## config.mk

```make
export PLATFORM = sky130hd
export DESIGN_NAME = truth_sweep_engine_flat
export DESIGN_NICKNAME = d
export VERILOG_FILES = /design/src/rtl/truth_sweep_if.sv /design/src/rtl/truth_sweep_engine.sv /design/src/flat_wrapper.sv
export SDC_FILE = /design/constraint.sdc
export NUM_CORES = 1
export LEC_CHECK = 0
export ABC_AREA = 1
export BUFFER_PORTS_ARGS = -buffer_cell sky130_fd_sc_hd__buf_2
export CORE_MARGIN = 2
export CORE_UTILIZATION = 35
export CTS_BUF_LIST = sky130_fd_sc_hd__clkbuf_4
export DETAILED_ROUTE_END_ITERATION = 12
export PLACE_DENSITY = 0.61
export SLEW_MARGIN = 10
export SYNTH_ARGS = -nofsm -noshare
export SYNTH_HDL_FRONTEND = slang
export SYNTH_SLANG_ARGS = --single-unit
export TNS_END_PERCENT = 30
```

## constraint.sdc

```tcl
create_clock -name clk -period 1.23 [get_ports clk]
set_input_delay 0.123 -clock clk [delete_from_list [all_inputs] [get_ports clk]]
set_output_delay 0.123 -clock clk [all_outputs]
set_load 0.03 [all_outputs]
```

## src/rtl/truth_sweep_if.sv

```systemverilog
// Handshake/bus bundle between a sweep controller (master) and truth_sweep_engine (slave).
interface truth_sweep_if #(
  parameter int unsigned N_IN  = 3,
  parameter int unsigned N_OUT = 3,
  parameter int unsigned SIG_W = 8
) ();
  logic             start;
  logic             pause;
  logic [N_IN-1:0]  vec;
  logic [N_OUT-1:0] resp;
  logic [N_IN-1:0]  step_idx;
  logic             cap_valid;
  logic [N_IN-1:0]  cap_vec;
  logic [N_OUT-1:0] cap_resp;
  logic [SIG_W-1:0] signature;
  logic             busy;
  logic             done;

  modport master (
    output start, pause, resp,
    input  vec, step_idx, cap_valid, cap_vec, cap_resp, signature, busy, done
  );

  modport slave (
    input  start, pause, resp,
    output vec, step_idx, cap_valid, cap_vec, cap_resp, signature, busy, done
  );
endinterface

```

## src/rtl/truth_sweep_engine.sv

```systemverilog
// Sweeps all 2^N_IN vectors into a combinational block, dwelling DWELL cycles each,
// and folds the sampled responses into a Galois MISR. Define GRAY_ORDER_EN for Gray-ordered vectors.
module truth_sweep_engine #(
  parameter int unsigned      N_IN  = 3,
  parameter int unsigned      N_OUT = 3,
  parameter int unsigned      DWELL = 10,
  parameter int unsigned      SIG_W = 8,
  parameter logic [SIG_W-1:0] POLY  = SIG_W'(8'h1D)
) (
  input logic         clk,
  input logic         rst,
  truth_sweep_if.slave bus
);

  localparam int unsigned     CNT_W    = (DWELL > 1) ? $clog2(DWELL) : 1;
  localparam logic [CNT_W-1:0] CNT_LAST = CNT_W'(DWELL - 1);
  localparam logic [N_IN-1:0]  IDX_LAST = '1;

  typedef enum logic [1:0] {
    S_IDLE  = 2'd0,
    S_DRIVE = 2'd1,
    S_DONE  = 2'd2
  } state_t;

  state_t           state;
  logic [CNT_W-1:0] dwell_cnt;

  // Index-to-vector ordering; step_idx itself always counts in binary.
  function automatic logic [N_IN-1:0] map_idx(input logic [N_IN-1:0] idx);
`ifdef GRAY_ORDER_EN
    return idx ^ (idx >> 1);
`else
    return idx;
`endif
  endfunction

  function automatic logic [SIG_W-1:0] misr_next(input logic [SIG_W-1:0] sig,
                                                 input logic [N_OUT-1:0] r);
    return {sig[SIG_W-2:0], 1'b0} ^ (sig[SIG_W-1] ? POLY : '0) ^ SIG_W'(r);
  endfunction

  always_ff @(posedge clk) begin
    if (rst) begin
      state         <= S_IDLE;
      dwell_cnt     <= '0;
      bus.vec       <= '0;
      bus.step_idx  <= '0;
      bus.cap_valid <= 1'b0;
      bus.cap_vec   <= '0;
      bus.cap_resp  <= '0;
      bus.signature <= '0;
      bus.busy      <= 1'b0;
      bus.done      <= 1'b0;
    end else begin
      bus.cap_valid <= 1'b0;
      case (state)
        S_IDLE, S_DONE: begin
          if (bus.start) begin
            state         <= S_DRIVE;
            dwell_cnt     <= '0;
            bus.step_idx  <= '0;
            bus.vec       <= map_idx('0);
            bus.signature <= '0;
            bus.busy      <= 1'b1;
            bus.done      <= 1'b0;
          end
        end
        S_DRIVE: begin
          // pause freezes everything; a sample due on a paused edge slips to the next unpaused one
          if (!bus.pause) begin
            if (dwell_cnt == CNT_LAST) begin
              bus.cap_valid <= 1'b1;
              bus.cap_vec   <= bus.vec;
              bus.cap_resp  <= bus.resp;
              bus.signature <= misr_next(bus.signature, bus.resp);
              dwell_cnt     <= '0;
              if (bus.step_idx != IDX_LAST) begin
                bus.step_idx <= bus.step_idx + N_IN'(1);
                bus.vec      <= map_idx(bus.step_idx + N_IN'(1));
              end else begin
                state    <= S_DONE;
                bus.busy <= 1'b0;
                bus.done <= 1'b1;
              end
            end else begin
              dwell_cnt <= dwell_cnt + CNT_W'(1);
            end
          end
        end
        default: state <= S_IDLE;
      endcase
    end
  end

endmodule
```

## src/flat_wrapper.sv

```systemverilog
// flat-port wrapper written by rule: the top's interface ports become plain ports
module truth_sweep_engine_flat 
#(
  parameter int unsigned      N_IN  = 3,
  parameter int unsigned      N_OUT = 3,
  parameter int unsigned      DWELL = 10,
  parameter int unsigned      SIG_W = 8,
  parameter logic [SIG_W-1:0] POLY  = SIG_W'(8'h1D)
)
  (clk, rst, bus_start, bus_pause, bus_resp, bus_vec, bus_step_idx, bus_cap_valid, bus_cap_vec, bus_cap_resp, bus_signature, bus_busy, bus_done);
  truth_sweep_if #(.N_IN(N_IN), .N_OUT(N_OUT), .SIG_W(SIG_W)) bus_i ();
  input logic clk;
  input logic rst;
  input wire logic [$bits(bus_i.start)-1:0] bus_start;
  input wire logic [$bits(bus_i.pause)-1:0] bus_pause;
  input wire logic [$bits(bus_i.resp)-1:0] bus_resp;
  output wire logic [$bits(bus_i.vec)-1:0] bus_vec;
  output wire logic [$bits(bus_i.step_idx)-1:0] bus_step_idx;
  output wire logic [$bits(bus_i.cap_valid)-1:0] bus_cap_valid;
  output wire logic [$bits(bus_i.cap_vec)-1:0] bus_cap_vec;
  output wire logic [$bits(bus_i.cap_resp)-1:0] bus_cap_resp;
  output wire logic [$bits(bus_i.signature)-1:0] bus_signature;
  output wire logic [$bits(bus_i.busy)-1:0] bus_busy;
  output wire logic [$bits(bus_i.done)-1:0] bus_done;
  assign bus_i.start = bus_start;
  assign bus_i.pause = bus_pause;
  assign bus_i.resp = bus_resp;
  assign bus_vec = bus_i.vec;
  assign bus_step_idx = bus_i.step_idx;
  assign bus_cap_valid = bus_i.cap_valid;
  assign bus_cap_vec = bus_i.cap_vec;
  assign bus_cap_resp = bus_i.cap_resp;
  assign bus_signature = bus_i.signature;
  assign bus_busy = bus_i.busy;
  assign bus_done = bus_i.done;
  truth_sweep_engine #(.N_IN(N_IN), .N_OUT(N_OUT), .DWELL(DWELL), .SIG_W(SIG_W), .POLY(POLY)) u_core (.clk(clk), .rst(rst), .bus(bus_i));
endmodule
```

Word-level counts from Yosys, hierarchy flattened
Cells that the tools add are included.

storage, ports and cells
  output and inout bits = 23
  flip-flop bits (word level) = 26
  word-level logic and storage cells = 64
  input port bits = 7

cells by class
  bitwise logic cells = 4
  add/subtract/negate cells = 2
  multiplexer cells = 30
  equality and inequality tests = 9
  reductions and logical operators = 10

operators with widths
  cell                 number
  $mux 8               3
  $pmux 8 s2           1
  $mux 3               4
  $mux 4               3
  $reduce_and 5->1     2
  $mux 1               9
  $mux 2               4
  $pmux 4 s2           1
  $reduce_and 4->1     2
  $xor 8x3->8          1
  $xor 8x8->8          1
  $ne 2x2->1 const B   3
  $pmux 3 s2           1
  $reduce_and 3->1     2
  $mux 5               1
  $add 4x1->4 const B  1
  $eq 4x4->1 const B   1
  $ne 2x1->1 const B   2
  $pmux 1 s2           2
  $pmux 2 s2           1
  $add 3x1->3 const B  1
  $ne 3x3->1 const B   1
  $reduce_or 3->1      1
  $eq 2x1->1 const B   1
  other kinds (5)      6

Depth between registers and ports, before layout
Gate-level depths: netlist of run 1.

  depth after elaboration = 6
  depth in mapped cells = 9
  gate-level depth less buffers = 9

Worst setup path before layout of run 1
OpenSTA, ideal clock, no wires.

  path kind = flip-flop to flip-flop
  start = register u_core.bus.step_idx[0]
  end = register u_core.bus.done
  cell stages (with the launch flop) = 7
  period minus slack after synthesis = 1403 ps
  path buffers = 0
  path slack = -173 ps
  arrival time = 1333 ps
  cells stage by stage = dfxtp_1 -> ha_1 -> ha_1 -> nand4_1 -> nand2_1 -> nand3_1 -> a21oi_1

on the way
  cells in the longest elaborated chain, start to end = 3

RTL lines
  what                        line                      text
  start: declaration          truth_sweep_if.sv:26      output vec, step_idx, cap_valid, cap_vec, cap_resp, signature, busy, done
  start signal: assignment    truth_sweep_engine.sv:78  bus.step_idx <= bus.step_idx + N_IN'(1);
  $ne 3x3->1                  truth_sweep_engine.sv:77  if (bus.step_idx != IDX_LAST) begin
  $ne 2x2->1 (no line)        n/a
  $reduce_and 5->1 (no line)  n/a
  end signal: assignment      truth_sweep_engine.sv:53  bus.done <= 1'b0;
  end signal: assignment      truth_sweep_engine.sv:65  bus.done <= 1'b0;
  end signal: assignment      truth_sweep_engine.sv:83  bus.done <= 1'b1;
  end: declaration            truth_sweep_if.sv:26

No other way between the ends.
A chain may end at the register's enable or synchronous reset.

Worst setup path in the final report of run 1
  start = register u_core.dwell_cnt[1]
  end = register u_core.bus.cap_resp[2]

on the way
  cells in the longest elaborated chain, start to end = 2

RTL lines
  what                        line                      text
  start: declaration          truth_sweep_engine.sv:26  logic [CNT_W-1:0] dwell_cnt;
  start signal: assignment    truth_sweep_engine.sv:86  dwell_cnt <= dwell_cnt + CNT_W'(1);
  $eq 4x4->1                  truth_sweep_engine.sv:71  if (dwell_cnt == CNT_LAST) begin
  $reduce_and 3->1 (no line)  n/a
  end signal: assignment      truth_sweep_engine.sv:74  bus.cap_resp <= bus.resp;
  end: declaration            truth_sweep_if.sv:26

No other way between the ends.

==> flow_metrics.env, run 1 <==
export IMPL_hold_class="primary input to register"
export IMPL_cpPeakStageDelay_ps=350
export IMPL_path_cells="inv_2, ha_4, nand3_4, nor2_4, buf_6, o21ai_2, a21oi_2"
export IMPL_clock_sinks=26
export IMPL_endpoint_kind="register"
export IMPL_synth_nets=176
export IMPL_synthCells=165
export IMPL_required_ps=1490
export IMPL_die_x_um=63.85
export IMPL_drtIter0Drc=28
export IMPL_post_synth_cell_area_avg_sq_um=7.598
export IMPL_p_clk_share_pct=21.0
export IMPL_grt_use_total_pct=14.69
export IMPL_fin_crit_ps=1223
export IMPL_gp_congestion=0.7782
export IMPL_min_period_over_period_pct=99.42
export IMPL_wl_per_cell_um=10.75
export IMPL_path_max_fanout=6
export IMPL_grt_pass1_vias=1094
export IMPL_antenna_left=0
export IMPL_fin_util_pct=50.94
export IMPL_fmax_mhz=817.8
export IMPL_area_growth_pct=37.72
export IMPL_fin_hold_ws_ps=78.49
export IMPL_total_power_uw=1749
export IMPL_yosysTopAreaCellShare_pct=41.52
export IMPL_drc=0
export IMPL_cts_buffer_depth=2
export IMPL_p_sw_share_pct=32.39
export IMPL_ys_seq_area_share_pct=41.52
export IMPL_skew_ps=15.10
export IMPL_fin_cells=260
export IMPL_worst_pin_slew_ps=533.7
export IMPL_drt_first_pass_iters=4
export IMPL_rows=21
export IMPL_dp_hpwl_um=2017
export IMPL_ys_types=26
export IMPL_critPathKind="register to register"
export IMPL_final_nets=226
export IMPL_synth_area_leaders="dfxtp_1 42%, nand2_1 12%, nor2_1 5.4%, a21oi_1 4.4%, nand3_1 4.4%"
export IMPL_fp_dieH_um=63.85
export IMPL_dp_cells=252
export IMPL_slew_violations=0
export IMPL_r2r_slack_ps=7
export IMPL_synth_area_leader_cell="dfxtp_1"
export IMPL_yosysWarningCount=0
export IMPL_worstPathArrival_ps=1480
export IMPL_power_frac_comb_pct=26.7
export IMPL_hold_viol=0
export IMPL_cap_violations=0
export IMPL_p_sw_uw=566.4
export IMPL_dieArea_sq_um=4077
export IMPL_vias=1152
export IMPL_vdd_drop_max_mv=0.5231
export IMPL_synth_seq_cells=26
export IMPL_outcome="finished clean"
export IMPL_numCtsBuffers=3
export IMPL_power_internal_uw=1182
export IMPL_path_clk_slew_ps=140
export IMPL_vias_per_cell=4.431
export IMPL_worstSetupStartpointType="register"
export IMPL_h_tree_depth=1
export IMPL_antenna_found_initial=0
export IMPL_synth_area_sq_um=1254
export IMPL_drive_gt1_share_pct=47.20
export IMPL_numPortBuffers=29
export IMPL_routed_wl_um=2794
export IMPL_crit_slowest_cell="dfxtp_2"
export IMPL_antennaDiodeCount=0
export IMPL_p_seq_share_pct=52.3
export IMPL_fp_coreArea_sq_um=3390
export IMPL_grt_max_degree=15
export IMPL_grt_pass1_wl_um=4843
export IMPL_cp_top_family="flip-flops"
export IMPL_setup_viol=0
export IMPL_power_density_nw_per_um2=1013
export IMPL_cts_hold_buf=0
export IMPL_grt_ovfl_total=0
export IMPL_cts_tree="yes"
export IMPL_path_buf_inv=2
export IMPL_io_pins=30
export IMPL_root_buffer="clkbuf_4"
export IMPL_initial_utilization_pct=36.99
export IMPL_maxSlewHeadroom_pct=64.38
export IMPL_fillers=328
export IMPL_p_leak_uw=0.0008110
export IMPL_rsz0062_at_grt="true"
export IMPL_clock_latency_ps=320
## cell usage after synthesis, drive strengths merged
cell	n
nand4	1
xnor2	1
dfxtp	26
inv	18
xor2	1
nand2	45
nand3b	1
nor2	19
ha	4
buf	6
nor3	3
o21ai	11
clkinv	1
nand3	13
or2	3
a21oi	12
## state kept, by name (all words and copies together) (netlist names)
| signal | count |
|---|---|
| u_core.bus.cap_resp | 3 |
| u_core.bus.cap_valid | 1 |
| u_core.bus.done | 1 |
| u_core.state | 2 |
| u_core.dwell_cnt | 4 |
| u_core.bus.signature | 8 |
| u_core.bus.step_idx | 3 |
| u_core.bus.busy | 1 |
| u_core.bus.cap_vec | 3 |
## path summary, 6_finish.rpt
path                            start                      to  cells past startpoint
hold reg to reg       u_core.bus.done         u_core.bus.done                      2
setup / recovery  u_core.dwell_cnt[1]  u_core.bus.cap_resp[2]                      7
setup reg to reg  u_core.dwell_cnt[1]  u_core.bus.cap_resp[2]                      7
hold / removal            bus_resp[2]  u_core.bus.cap_resp[2]                      3
## tightest hold or removal path: cells and delay by family
kind                   cells  cell delay, ps
AOI/OAI and AO/OA          1             110
buffers and inverters      2             130
## through the flow
| step | area (sq um) | setup slack (ps) | setup TNS, ps |
|---|---|---|---|
| floorplan | 1262 | 5.344 | 0 |
| global placement | 1551 | -46.04 | -412.4 |
| detailed placement | 1551 | -108.8 | -1476 |
| CTS | 1638 | 4.260 | 0 |
| global route | 1727 | -88.50 | -1010 |
| finish | 1727 | 7.166 | 0 |
## metal layers
layer,vias up,wire length (um),global-route usage (%)
li1,615,-,-
met1,516,1273,18.84
met2,19,1377,24.48
met3,2,123,3.697
met4,0,20,3.804
met5,-,0,0
## cells in the final DEF (no fill, tap or decap), types with 2 or more instances in the layout
| cell type | n |
|---|---|
| nand2_1 | 36 |
| buf_2 | 29 |
| buf_4 | 21 |
| dfxtp_1 | 19 |
| nor2_1 | 17 |
| inv_1 | 13 |
| nand3_1 | 9 |
| a21oi_2 | 8 |
| o21ai_2 | 5 |
| nand2_4 | 5 |
| dfxtp_2 | 5 |
| nand2_2 | 4 |
| a21oi_1 | 4 |
| inv_2 | 3 |
| o21ai_0 | 3 |
| o21ai_1 | 3 |
| or2_2 | 3 |
| clkbuf_4 | 3 |
| clkinv_1 | 2 |
| nand3_4 | 2 |
| nand3_2 | 2 |
| nor3_2 | 2 |
| ha_1 | 2 |
| dfxtp_4 | 2 |
## cells by family (layout without fill, tap and decap cells)
group / count (synthesis) / after routing / share of synthesized area (%)
simple gates: 85 / 85 / 34.03
flops: 26 / 26 / 41.52
buf+inv: 25 / 74 / 9.580
compound gates: 23 / 23 / 9.481
fa+ha+maj: 4 / 4 / 3.992
xor+xnor: 2 / 2 / 1.397
## power groups by stage
| stage | clock network, uW | registers [uW] | logic [uW] |
|---|---|---|---|
| floorplan | 0 | 987 | 237 |
| global placement | 0 | 929 | 415 |
| detailed placement | 0 | 929 | 416 |
| CTS | 385 | 914 | 433 |
| global route | 426 | 920 | 512 |
| finish | 367 | 914 | 467 |
## timing repair
item                       4_1_cts  5_1_grt
gates cloned                     1        0
pin swaps                        3        8
setup endpoints to repair       24       25
buffers inserted                 0        4
gates resized for setup         15       26
## layout make-up
| class | count | area (sq um) | area share, % |
|---|---|---|---|
| Multi-Input combinational cell | 114 | 715.7 | 41.45 |
| Timing Repair Buffer | 51 | 314.1 | 18.19 |
| Sequential cell | 26 | 534.3 | 30.94 |
| Clock inverter | 1 | 3.754 | 0.2174 |
| Clock buffer | 3 | 22.52 | 1.304 |
| Inverter | 19 | 78.83 | 4.565 |
| Tap cell | 46 | 57.56 | 3.333 |
(Power assumes the default switching activity.)
==> run 2, diff against run 1 <==
- ABC_AREA: 1 -> default
- PLACE_DENSITY: 0.61 -> default
- PLACE_DENSITY_LB_ADDON: default -> 0.05
==> flow_metrics.env, run 2 <==
export IMPL_p_sw_uw=383.6
export IMPL_synthArstFlopShare_pct=0
export IMPL_grt_use_total_pct=16.20
export IMPL_synthCells=139
export IMPL_p_sw_share_pct=23.30
export IMPL_timing_setup_tns_ps=-2382
export IMPL_antenna_left=0
export IMPL_maxSlewHeadroom_pct=78.02
export IMPL_yosysTopAreaCellShare_pct=42.06
export IMPL_finalWorstSetupSlack_ps=-173.0
export IMPL_cap_violations=0
export IMPL_synth_nets=150
export IMPL_final_common_cell="buf_2"
export IMPL_dieArea_sq_um=4027
export IMPL_area_growth_pct=34.38
export IMPL_synth_area_leader_cell="dfxtp_1"
export IMPL_min_period_over_period_pct=114.1
export IMPL_root_buffer="clkbuf_4"
export IMPL_fp_dieH_um=63.46
export IMPL_grt_ovfl_total=0
export IMPL_post_synth_cell_area_avg_sq_um=8.902
export IMPL_cts_tree="yes"
export IMPL_final_nets=194
export IMPL_dp_hpwl_um=2212
export IMPL_synth_edff_count=0
export IMPL_path_max_fanout=5
export IMPL_yosys_top_cells_count="26 x dfxtp_1, 18 x nand3_1, 15 x nand2_1"
export IMPL_rsz0062_at_grt="true"
export IMPL_fmax_mhz=712.7
export IMPL_antenna_found_initial=0
export IMPL_p_clk_share_pct=36.6
export IMPL_io_pins=30
export IMPL_dp_cells=224
export IMPL_worstSetupStartpointType="register"
export IMPL_startpoint="u_core.dwell_cnt[1]"
export IMPL_layout_common_cells="29 x buf_2, 22 x buf_4, 20 x dfxtp_1"
export IMPL_cts_hold_buf=0
export IMPL_synth_ff_type="dfxtp_1"
export IMPL_clock_latency_ps=330
export IMPL_drt_first_pass_iters=4
export IMPL_ys_types=37
export IMPL_power_density_nw_per_um2=990.1
export IMPL_required_ps=1510
export IMPL_vdd_drop_max_mv=0.4817
export IMPL_routed_wl_um=2978
export IMPL_wl_per_cell_um=13.06
export IMPL_clock_sinks=26
export IMPL_hold_viol=0
export IMPL_synth_seq_cells=26
export IMPL_path_clk_slew_ps=150
export IMPL_worst_pin_slew_ps=329.7
export IMPL_yosysWarningCount=0
export IMPL_drc=0
export IMPL_top_regs="u_core.bus.signature (8), u_core.dwell_cnt (4)"
export IMPL_p_leak_uw=0.0007368
export IMPL_h_tree_depth=1
export IMPL_cpPeakStageDelay_ps=380
export IMPL_design_area_sq_um=1663
export IMPL_numCtsBuffers=3
export IMPL_crit_slowest_cell="a22oi_2"
export IMPL_total_power_uw=1646
export IMPL_ys_seq_area_share_pct=42.06
export IMPL_vias_per_cell=4.934
export IMPL_gp_congestion=0.7048
export IMPL_fin_cells=228
export IMPL_reg2reg_from="u_core.dwell_cnt[1]"
export IMPL_p_seq_share_pct=52.0
export IMPL_fin_crit_ps=1403
export IMPL_synth_area_sq_um=1237
export IMPL_cts_buffer_depth=2
export IMPL_top_register="u_core.bus.signature"
export IMPL_power_internal_uw=1263
export IMPL_initial_utilization_pct=36.79
export IMPL_fp_coreArea_sq_um=3363
export IMPL_violations="negative setup slack"
export IMPL_dpl_cell_area_sq_um=1565
export IMPL_skew_ps=1.089
export IMPL_endpoint_kind="register"
export IMPL_rows=21
export IMPL_dp_worst_setup_slack_ps=-245.3
export IMPL_drive_gt1_share_pct=41.21
export IMPL_grt_pass1_vias=1102
export IMPL_path_cells="inv_2, ha_4, nand3b_1, a22oi_2, mux2i_1"
export IMPL_post_cts_setup_buffer_count=0
export IMPL_fillers=341
export IMPL_hp_start="bus_resp[1]"
export IMPL_largest_reg_flops=8
export IMPL_numPortBuffers=29
export IMPL_antennaDiodeCount=0
export IMPL_worstPathArrival_ps=1680
export IMPL_vias=1125
export IMPL_die_x_um=63.46
export IMPL_synthMostInstantiatedCell="dfxtp_1"
export IMPL_power_frac_comb_pct=11.3
export IMPL_slew_violations=0
export IMPL_grt_pass1_wl_um=5154
export IMPL_outcome="finished, violations left"
export IMPL_grt_max_degree=20
export IMPL_setup_viol=22
export IMPL_synth_area_leaders="dfxtp_1 42%, mux2i_1 8.1%, nand3_1 7.3%, nand2_1 4.6%, ha_1 4.0%"
export IMPL_critPathKind="register to register"
export IMPL_hold_class="primary input to register"
export IMPL_drtIter0Drc=49
-- run 2: cell types whose count changed in the layout (fill, tap and decap cells not counted), moves of 3 or more --
cell     change
nand3_1      +8
nand2_4      -5
nand2_1     -21
nand2_2      -4
a21oi_2      -8
o21ai_2      -4
mux2i_1     +10
nor2_1      -15
xor2_1       +3
a21oi_1      +4
or2_2        -3
inv_1       -11
-- run 2: power by group through the flow --
| stage | combinational [uW] | clock (uW) | sequential (uW) |
|---|---|---|---|
| after CTS | 185 | 615 | 857 |
| after global routing | 205 | 665 | 859 |
| final | 187 | 603 | 857 |
| after global placement | 178 | 0 | 873 |
| after detailed placement | 180 | 0 | 874 |
| after floorplan | 98.0 | 0 | 885 |
-- run 2: worst max-delay path: cells and delay by family, from the launching register on --
family                     cells  cell delay (ps)
and+or+nand+nor                1              210
adders and majority gates      1              120
DFF                            1              350
buffers and inverters          1               60
AOI/OAI and AO/OA              1              380
muxes                          1              230
-- run 2: cell type report --
type	count	area [sq um]	area share [%]
clock inverter	1	30.03	1.806
multi-input combinational	95	679.4	40.86
timing repair buffer	52	321.6	19.34
sequential	26	530.5	31.90
inverter	5	21.27	1.279
tap	46	57.56	3.461
clock buffer	3	22.52	1.354
-- run 2: metrics by stage --
step                      utilization, %  hold slack, ps
final                              49.44           50.66
after floorplan                        -           270.7
after global routing               49.44           43.00
after global placement             46.54           413.7
after detailed placement           46.54           417.3
after CTS                          48.70           45.13
-- run 2: path summary, 6_finish.rpt --
kind | end | slack [ps] | cells past startpoint
worst max-delay path | u_core.bus.signature[5] | -170 | 5
worst min register to register | u_core.bus.cap_vec[1] | 490 | 2
worst max register to register | u_core.bus.signature[5] | -170 | 5
worst min-delay path | u_core.bus.cap_resp[1] | 50 | 3
-- run 2: repair_timing --
item                       4_1_cts  5_1_grt
pin swaps                        3        3
resized for setup                6        6
setup endpoints to repair       25       24
-- run 2: logic make-up (layout without fill, tap and decap cells) --
| kind of cell | count (synthesis) | after routing | share of synthesized area, % |
|---|---|---|---|
| flip-flops | 26 | 26 | 42.06 |
| XOR/XNOR | 6 | 6 | 4.247 |
| AO/OA/AOI/OAI | 27 | 27 | 15.07 |
| multiplexers | 10 | 10 | 8.089 |
| AND/OR/NAND/NOR | 48 | 48 | 20.02 |
| buffers and inverters | 18 | 61 | 6.470 |
| adder cells (fa/ha/maj) | 4 | 4 | 4.045 |
-- run 2: layer usage --
layer	routed length, um	global-route usage [%]
met1	1487	21.85
met2	1351	26.45
met3	92	2.143
met4	46	5.707
met5	0	0
